**src/rtl/alu_shift_pkg.sv**
```systemverilog
// Shared types and sizing helpers for the multi-cycle left shifter.
package alu_shift_pkg;

  typedef enum logic [1:0] {S_IDLE, S_SHIFT, S_DONE} shift_state_t;

  // Stage counter width: one more bit than the log2 of the stage count.
  function automatic int stage_idx_w(input int n);
    return (n <= 1) ? 1 : $clog2(n) + 1;
  endfunction

endpackage

```
**src/rtl/shift_left_seq_stage.sv**
```systemverilog
// One log-shifter stage: shifts acc by 2**stage when en, filling the LSBs.
module shift_left_stage
  import alu_shift_pkg::*;
#(
  parameter int Nbits = 4,
  parameter int IW    = stage_idx_w(Nbits)
) (
  input  logic [Nbits-1:0] acc,
  input  logic             fill,
  input  logic [IW-1:0]    stage,
  input  logic             en,
  output logic [Nbits-1:0] acc_next,
  output logic             lost
);

  localparam int               LOG  = $clog2(Nbits);
  localparam logic [Nbits-1:0] ONES = '1;

  int sh;

  always_comb begin
    acc_next = acc;
    lost     = 1'b0;
    sh       = 0;
    if (en) begin
      // Stages whose shift distance reaches the full width flush the operand.
      if (stage >= IW'(LOG)) begin
        acc_next = {Nbits{fill}};
        lost     = |acc;
      end else begin
        sh       = 1 << stage;
        acc_next = (acc << sh) | (fill ? ~(ONES << sh) : '0);
        lost     = |(acc & ~(ONES >> sh));
      end
    end
  end

endmodule

```
**src/rtl/shift_left_seq.sv**
```systemverilog
// Multi-cycle logical left shifter, one stage per clock, with overflow
// detection and valid/ready handshakes on both sides.
module shift_left_seq
  import alu_shift_pkg::*;
#(
  parameter int Nbits = 4
) (
  input  logic             clk,
  input  logic             rst_n,
  input  logic             in_valid,
  output logic             in_ready,
  input  logic             ADD_LSB,
  input  logic [Nbits-1:0] A,
  input  logic [Nbits-1:0] B,
  output logic             out_valid,
  input  logic             out_ready,
  output logic [Nbits-1:0] OUT,
  output logic             OVERFLOW
);

  localparam int IW = stage_idx_w(Nbits);

  shift_state_t     state_q;
  logic [Nbits-1:0] acc_q;
  logic [Nbits-1:0] b_q;
  logic             fill_q;
  logic             ovf_q;
  logic [IW-1:0]    idx_q;
  logic             in_ready_q;
  logic             out_valid_q;
  logic [Nbits-1:0] out_q;
  logic             overflow_q;

  logic [Nbits-1:0] acc_d;
  logic             ovf_d;
  logic             lost;
  logic [Nbits-1:0] b_sh;
  logic             last_stage;

  assign b_sh       = b_q >> idx_q;
  assign last_stage = (idx_q == IW'(Nbits - 1));
  assign ovf_d      = ovf_q | lost;

  shift_left_stage #(.Nbits(Nbits), .IW(IW)) u_stage (
    .acc      (acc_q),
    .fill     (fill_q),
    .stage    (idx_q),
    .en       (b_sh[0]),
    .acc_next (acc_d),
    .lost     (lost)
  );

  always_ff @(posedge clk or negedge rst_n) begin
    if (!rst_n) begin
      state_q     <= S_IDLE;
      acc_q       <= '0;
      b_q         <= '0;
      fill_q      <= 1'b0;
      ovf_q       <= 1'b0;
      idx_q       <= '0;
      in_ready_q  <= 1'b1;
      out_valid_q <= 1'b0;
      out_q       <= '0;
      overflow_q  <= 1'b0;
    end else begin
      case (state_q)
        S_IDLE: begin
          if (in_valid) begin
            acc_q      <= A;
            b_q        <= B;
            fill_q     <= ADD_LSB;
            ovf_q      <= 1'b0;
            idx_q      <= '0;
            in_ready_q <= 1'b0;
            state_q    <= S_SHIFT;
          end
        end
        S_SHIFT: begin
          acc_q <= acc_d;
          ovf_q <= ovf_d;
          idx_q <= idx_q + IW'(1);
          if (last_stage) begin
            out_q       <= acc_d;
            overflow_q  <= ovf_d;
            out_valid_q <= 1'b1;
            state_q     <= S_DONE;
          end
        end
        S_DONE: begin
          // in_ready returns only after the handoff edge, never on it.
          if (out_ready) begin
            out_valid_q <= 1'b0;
            in_ready_q  <= 1'b1;
            state_q     <= S_IDLE;
          end
        end
        default: begin
          out_valid_q <= 1'b0;
          in_ready_q  <= 1'b1;
          state_q     <= S_IDLE;
        end
      endcase
    end
  end

  assign in_ready  = in_ready_q;
  assign out_valid = out_valid_q;
  assign OUT       = out_q;
  assign OVERFLOW  = overflow_q;

endmodule

```
**config.mk**
```make
export PLATFORM = sky130hd
export DESIGN_NAME = shift_left_seq
export DESIGN_NICKNAME = d
export VERILOG_FILES = /design/src/rtl/alu_shift_pkg.sv /design/src/rtl/shift_left_seq_stage.sv /design/src/rtl/shift_left_seq.sv
export SDC_FILE = /design/constraint.sdc
export NUM_CORES = 1
export LEC_CHECK = 0
export ABC_AREA = 1
export BUFFER_PORTS_ARGS = -buffer_cell sky130_fd_sc_hd__buf_2
export CORE_AREA = 2 2 56 58
export CTS_BUF_LIST = sky130_fd_sc_hd__clkbuf_8
export DETAILED_ROUTE_END_ITERATION = 7
export DIE_AREA = 0 0 58 60
export HOLD_SLACK_MARGIN = 0.08
export SLEW_MARGIN = 20
export SYNTH_ARGS = -nofsm -noshare
export SYNTH_HDL_FRONTEND = slang
export SYNTH_HIERARCHICAL = 1
export SYNTH_SLANG_ARGS = --single-unit
```
**constraint.sdc**
```tcl
create_clock -name clk -period 2.45 [get_ports clk]
set_input_delay 0.735 -clock clk [delete_from_list [all_inputs] [get_ports clk]]
set_output_delay 0.735 -clock clk [all_outputs]
set_load 0.05 [all_outputs]
```
# == Word-level counts from Yosys, hierarchy flattened ==
# Index checks and enable logic that the tools add are counted.
# totals
n_memories,0
inputBits,13
rom_bits,0
mem_bits_rw,0
latchBits,0
register_bits,22
output_inout_bits,7
word_cells,60
# op_classes
mul,0
muxes,20
addsub,1
reduce_logical,10
shifts,5
div,0
n_eq_ne,6
bitwise_logic,7
n_lt_le_gt_ge,1
# op_table
op,n
"left shift 1 x 3 -> 32 bit, first input constant",1
left shift 4 x 32 -> 4 bit,1
"left shift 4 x 32 -> 4 bit, first input constant",1
">> shifter 4 x 32 -> 4 bit, first input constant",1
two-way mux 4 bit,4
AND reduction 3 bit,3
inverter 4 bit,2
one-hot mux 4 bit (2 select lines),1
OR reduction 4 bit,2
two-way mux 1 bit,6
two-way mux 2 bit,3
"!= test 2 bit, second input constant",3
one-hot mux 1 bit (3 select lines),2
one-hot mux 2 bit (3 select lines),1
one-hot mux 3 bit (2 select lines),1
AND reduction 2 bit,3
AND 4 bit,1
OR 4 bit,1
>> shifter 4 x 3 -> 1 bit,1
"adder 3 x 1 -> 3 bit, second input constant",1
"== test 3 x 2 -> 1 bit, second input constant",1
">= comparator 3 x 2 -> 1 bit, second input constant",1
two-way mux 3 bit,1
"== test 2 x 1 -> 1 bit, second input constant",1
6 further kinds,7

# == Longest topological paths before layout ==
# Gate-level depths: netlist (run 1).
# depth
depth_word,9
mapped_depth,11
ltp_nobuf,11

# == Hierarchy ==
# The synthesis (run 1) kept the hierarchy.
# modules_own_cells
module,cells_per_inst,area_per_inst_um2,seq_area_each_um2,instances
shift_left_seq,106,959.7,551.8,1
shift_left_stage,41,178.9,0.0,1

# == Worst setup path after synthesis (run 1) ==
# Ideal clock, no wire load.
# synth_path
path_kind,reg2reg
from,register idx_q[1]
to,register acc_q[2]
required_ps,2326
synth_period_minus_slack_ps,1408
arrival_time_ps,1284
setup_slack_ps,1042
n_path_buf,0
path_stages_with_launch,11
cell_sequence,dfrtp_1 > inv_1 > nand3_1 > a21oi_1 > nand2_2 > inv_1 > nand3_1 > nand2_1 > inv_1 > nand2_1 > nand3_1
# synth_rtl
item,line_no,text
start: declaration,shift_left_seq.sv:28,logic [IW-1:0] idx_q;
start signal: assignment,shift_left_seq.sv:81,idx_q <= idx_q + IW'(1);
>> shifter 4 x 3 -> 1 bit,shift_left_seq.sv:40,assign b_sh = b_q >> idx_q;
named net b_sh[0],shift_left_seq.sv:37,logic [Nbits-1:0] b_sh;
two-way mux 4 bit,shift_left_seq_stage.sv:25,if (en) begin
named net acc_d[2],shift_left_seq.sv:34,logic [Nbits-1:0] acc_d;
one-hot mux 4 bit (2 select lines),shift_left_seq.sv:66,case (state_q)
end signal: assignment,shift_left_seq.sv:56,acc_q <= '0;
end signal: assignment,shift_left_seq.sv:69,acc_q <= A;
end signal: assignment,shift_left_seq.sv:79,acc_q <= acc_d;
end: declaration,shift_left_seq.sv:24,logic [Nbits-1:0] acc_q;
# The timed path passes the listed nets, and every way through them passes these cells.
# A chain may end at the register's enable or synchronous reset.

# == Worst setup path after layout (run 1) ==
# layout_path
from,register in_ready_q (netlist: in_ready)
to,output in_ready
# layout_rtl
item,line_no,text
start: declaration,shift_left_seq.sv:29,logic in_ready_q;
start signal: assignment,shift_left_seq.sv:61,in_ready_q <= 1'b1;
start signal: assignment,shift_left_seq.sv:74,in_ready_q <= 1'b0;
start signal: assignment,shift_left_seq.sv:93,in_ready_q <= 1'b1;
end: declaration,shift_left_seq.sv:11,"output logic in_ready,"
# No word-level cell between the ends.

==> results of run 1 <==
[flip-flops by register name (all words and copies together) (netlist names)]
signal,flops
OUT,4
OVERFLOW,1
acc_q,4
b_q,4
fill_q,1
idx_q,3
in_ready,1
out_valid,1
ovf_q,1
state_q,2
[final timing paths]
check                                 to  slack [ns]  cells after the start
worst min register to register  in_ready        0.47                      2
max in group asynchronous       in_ready        1.68                      1
worst min-delay path              b_q[3]        0.42                      1
worst max-delay path            in_ready        0.66                      1
worst max register to register  acc_q[2]        0.79                     11
min in group clk                in_ready        0.47                      2
[cell usage in the layout (no fill, tap or decap)]
master	instances
nor2_1	5
dfstp_2	1
or2_2	1
o22ai_1	1
inv_1	14
nor2_2	2
o31ai_1	1
clkinv_4	2
buf_2	19
o21ai_0	5
a21oi_1	4
nand2_2	5
dfrtp_1	21
nand2_4	2
nand2_1	58
ha_1	2
clkbuf_8	3
nor2_4	1
bufinv_16	1
inv_2	3
o21ai_1	4
nand3_1	14
[per-stage QoR]
step,utilization,hold WS (ns)
after global placement,0.435,0.452
after global routing,0.460,0.465
final,0.460,0.418
after CTS,0.460,0.438
after floorplan,-,0.434
after detailed placement,0.435,0.459
[power by group through the flow]
| stage | registers (mW) | logic, mW | clock network (mW) |
|---|---|---|---|
| after global routing | 0.696 | 1.18 | 0.365 |
| after global placement | 0.668 | 1.02 | 0 |
| final | 0.670 | 1.04 | 0.342 |
| after floorplan | 0.820 | 0.655 | 0 |
| after CTS | 0.671 | 1.05 | 0.350 |
| after detailed placement | 0.676 | 1.05 | 0 |
[cell usage after synthesis (all sizes together)]
master | number | share of area
nand2 | 65 | 0.24
o22ai | 1 | 0.0055
buf | 1 | 0.0099
nand3 | 14 | 0.062
o31ai | 1 | 0.0066
ha | 2 | 0.022
o21ai | 9 | 0.040
dfstp | 1 | 0.023
a21oi | 4 | 0.018
nor2 | 8 | 0.037
dfrtp | 21 | 0.46
or2 | 1 | 0.0055
inv | 17 | 0.056
clkinv | 2 | 0.015
[routing by layer]
layer | up-vias | track usage | wire [um]
met5 | - | 0 | 0
met4 | 0 | 0.0598 | 30
met3 | 4 | 0.0476 | 165
met2 | 29 | 0.255 | 1140
met1 | 446 | 0.223 | 1150
li1 | 504 | - | -
[kinds of logic after synthesis]
logic type | after synthesis | synth area share
simple gates | 88 | 0.343
flops | 22 | 0.485
buf+inv | 20 | 0.0813
compound gates | 15 | 0.0692
fa+ha+maj | 2 | 0.0220
[cell type report]
| cell class | count | share of cell area |
|---|---|---|
| inverter | 19 | 0.0609 |
| tap | 33 | 0.0309 |
| timing repair buffer | 19 | 0.0712 |
| clock buffer | 3 | 0.0309 |
| sequential | 22 | 0.413 |
| multi-input combinational | 105 | 0.370 |
| clock inverter | 1 | 0.0225 |
==> impl_metrics.json, run 1 <==
{
  "clk_pin_slew_ns": 0.08,
  "seq_area_sq_um": 552,
  "powerDensity_nw_per_um2": 1540,
  "setup_tns_ns": 0,
  "grt_usage": 0.166,
  "die_h_um": 60,
  "p_leak_nw": 0.721,
  "switchingPower_mw": 0.983,
  "initial_core_util": 0.392,
  "hold_buffers": 0,
  "ios": 20,
  "netlist_instances": 147,
  "hold_viol_final": 0,
  "dp_slack_ns": 0.778,
  "synth_seq_cells": 22,
  "multiInputGateArea_sq_um": 494,
  "synth_area_sq_um": 1140,
  "period_needed_ns": 1.79,
  "synthToLayoutAreaGrowth_pct": 17.3,
  "dp.final_hpwl_um": 1900,
  "tightest_slew_ns": 0.495,
  "rows": 20,
  "die_w_um": 58,
  "synth.distinct_cells": 20,
  "status": "finished, final reports clean",
  "r2r_start": "idx_q[0]",
  "cts_tree": "yes",
  "drtAntennaViolNets": 0,
  "via_count": 983,
  "switching_share": 0.479,
  "finalCritPeriodShare": 0.731,
  "clock_power_share": 0.166,
  "start_kind": "register",
  "clock_latency_ns": 0.27,
  "final_cell_area_sq_um": 1340,
  "crit_slowest_cell": "dfstp_2",
  "grt_max_degree": 23,
  "cts_setup_buffers": 0,
  "core_area_sq_um": 2900,
  "pwr-share-seq": 0.326,
  "first_iter_violations": 59,
  "cap_violations": 0,
  "numCtsBuffers": 3,
  "cp-startpoint": "in_ready",
  "vias_per_cell": 4.87,
  "fin_cells": 202,
  "required_ns": 1.71,
  "htreeDepth": 1,
  "routed_wirelength_um": 2490,
  "syn_avg_cell_area_sq_um": 7.75,
  "grt.overflow.total": 0,
  "cts.sinks": 22,
  "dieArea_sq_um": 3480,
  "place_area_sq_um": 1260,
  "maxSlewHeadroom": 0.670,
  "crit_type": "reg2out",
  "dr.pass1.iters": 4,
  "portBuffers": 19,
  "antenna_found_initial": 0,
  "hold_path.class": "in2async",
  "arrival_ns": 1.05,
  "final_layout_size_suffix_gt1_frac": 0.237,
  "cts-root-buf": "clkbuf_8",
  "grt_setup_unrepaired": "false",
  "power.total_mw": 2.05,
  "fin_ws_ns": 0.660,
  "critPathBufInv": 1,
  "fin_skew_ns": 0.00517,
  "diodes": 0,
  "crit_chain": "buf_2",
  "setup_violations": 0,
  "path_delay_family": "flip-flops",
  "ys_seq_area_frac": 0.485,
  "p_int_mw": 1.07,
  "yosys_warnings": 6,
  "syn_nets": 162,
  "drc_errors": 0,
  "fillers": 294,
  "fin_nets": 185,
  "cts.path.max_buffers": 2,
  "cpPeakStageDelay_ns": 0.53,
  "slew_viol_final": 0,
  "crit_fanout": 2,
  "grt_pass1_wl_um": 4250,
  "irDropWorstVdd_v": 0.000930,
  "fmax_ghz": 0.559,
  "routedWlPerCell_um": 12.3,
  "place_congestion": 0.841,
  "grt_pass1_vias": 924,
  "end_kind": "output port",
  "dp_cells": 198,
  "ctsResizeCount": 0,
  "pwr-share-comb": 0.508
}
(Power assumes the default switching activity.)
==> run 2, diff against run 1 <==
==> constraint.sdc (replaced) <==
create_clock -name clk -period 1.6 [get_ports clk]
set_input_delay 0.48 -clock clk [delete_from_list [all_inputs] [get_ports clk]]
set_output_delay 0.48 -clock clk [all_outputs]
set_load 0.05 [all_outputs]
==> run 2 against run 1 <==
  * Sequential cell count is the same
  * Combinational power grew 63%
  * Highest routed layer unchanged
  * Global-route usage is essentially flat
  * Critical path type unchanged
  * Sequential share of layout area shrank 1.0 points
  * Clock-buffer cell count is the same
  * Clock power grew 50%
==> impl_metrics.json, run 2 (synthesis gave the netlist of run 1 again) <==
{
  "status": "finished, final reports clean",
  "crit_slowest_cell": "dfstp_2",
  "end_kind": "output port",
  "critPathBufInv": 1,
  "cts-root-buf": "clkbuf_8",
  "fillers": 289,
  "cpPeakStageDelay_ns": 0.54,
  "fin_skew_ns": 0.00362,
  "dp_cells": 202,
  "start_kind": "register",
  "r2r_start": "idx_q[0]",
  "period_needed_ns": 1.54,
  "crit_type": "reg2out",
  "first_iter_violations": 45,
  "cts.sinks": 22,
  "cap_violations": 0,
  "irDropWorstVdd_v": 0.00126,
  "hold_ws_ns": 0.161,
  "routedWlPerCell_um": 11.9,
  "final_cell_mix": "nand2_1 (58), dfrtp_1 (20), buf_2 (19), nand3_1 (13), inv_1 (12)",
  "grt_pass1_wl_um": 4290,
  "ios": 20,
  "initial_core_util": 0.392,
  "die_h_um": 60,
  "seq_area_sq_um": 553,
  "place_area_sq_um": 1290,
  "die_w_um": 58,
  "r2r-end": "OVERFLOW",
  "portBuffers": 19,
  "hold_viol_final": 0,
  "powerDensity_nw_per_um2": 2360,
  "setup_violations": 0,
  "crit_fanout": 2,
  "clock_latency_ns": 0.26,
  "cts_tree": "yes",
  "drc_errors": 0,
  "hold_path.class": "in2async",
  "antenna_found_initial": 0,
  "routed_wirelength_um": 2460,
  "clk_pin_slew_ns": 0.08,
  "final_common_cell": "nand2_1",
  "maxSlewHeadroom": 0.684,
  "fin_nets": 189,
  "required_ns": 1.12,
  "p_leak_nw": 0.743,
  "cp.depth": 1,
  "cp-startpoint": "in_ready",
  "final_layout_size_suffix_gt1_frac": 0.277,
  "multiInputGateArea_sq_um": 499,
  "via_count": 1017,
  "crit_end": "in_ready",
  "fmax_ghz": 0.651,
  "diodes": 0,
  "vias_per_cell": 4.94,
  "setup_tns_ns": 0,
  "cts.path.max_buffers": 2,
  "rows": 20,
  "grt_max_degree": 23,
  "grt_setup_unrepaired": "false",
  "final_cell_area_sq_um": 1370,
  "dr.pass1.iters": 4,
  "final_util": 0.472,
  "drtAntennaViolNets": 0,
  "dieArea_sq_um": 3480,
  "dp.final_hpwl_um": 1910,
  "core_area_sq_um": 2900,
  "htreeDepth": 1,
  "numCtsBuffers": 3,
  "grt_pass1_vias": 1004,
  "place_congestion": 0.849,
  "grt.overflow.total": 0,
  "grt_usage": 0.166,
  "synthToLayoutAreaGrowth_pct": 20.4,
  "path_delay_family": "flip-flops",
  "arrival_ns": 1.06,
  "cts_setup_buffers": 0,
  "r2r_cells": 10,
  "finalCritPeriodShare": 0.960,
  "crit_chain": "buf_2",
  "tightest_slew_ns": 0.474,
  "reg2reg_slack_ns": 0.14,
  "fin_cells": 206,
  "slew_viol_final": 0
}
-- run 2: changes by cell type in the layout (fill, tap and decap cells not counted), sizes merged --
cell / change
buf: +4
-- run 2: area by class of cell --
cell class	count	area share
clock buffer	3	0.0301
clock inverter	1	0.0219
inverter	19	0.0593
multi-input combinational	105	0.364
sequential	22	0.403
tap	33	0.0301
timing repair buffer	23	0.0912
-- run 2: worst min-delay path by stage --
stage                     startpoint       end  slack [ns]
after floorplan                rst_n    OUT[0]        0.18
after global placement      in_ready  in_ready        0.45
after detailed placement       ovf_q     ovf_q        0.45
after CTS                      rst_n    b_q[3]        0.18
after global routing           rst_n    b_q[2]        0.20
final                          rst_n    b_q[3]        0.16
-- run 2: per-layer routing --
metal | track usage | part of all wire | vias up
met2 | 0.281 | 0.50 | 32
li1 | - | - | 510
met4 | 0.0598 | 0.013 | 0
met1 | 0.198 | 0.42 | 471
met3 | 0.0519 | 0.069 | 4
met5 | 0 | 0 | -
-- run 2: where the power goes --
group	total (mW)	internal, mW	switching [mW]
Clock	0.512	0.334	0.178
Combinational	1.70	0.567	1.13
Sequential	1.02	0.818	0.200
-- run 2: per-stage QoR --
step	total power [mW]	worst slack [ns]
after global placement	2.66	0.131
after detailed placement	2.70	0.0742
after floorplan	2.26	0.192
final	3.23	0.0640
after CTS	3.22	0.0547
after global routing	3.52	0.0144
-- run 2: timing repair --
action,CTS,global route
endpoints found under the setup margin,0,3
gates resized for setup,0,4
hold buffers,0,0
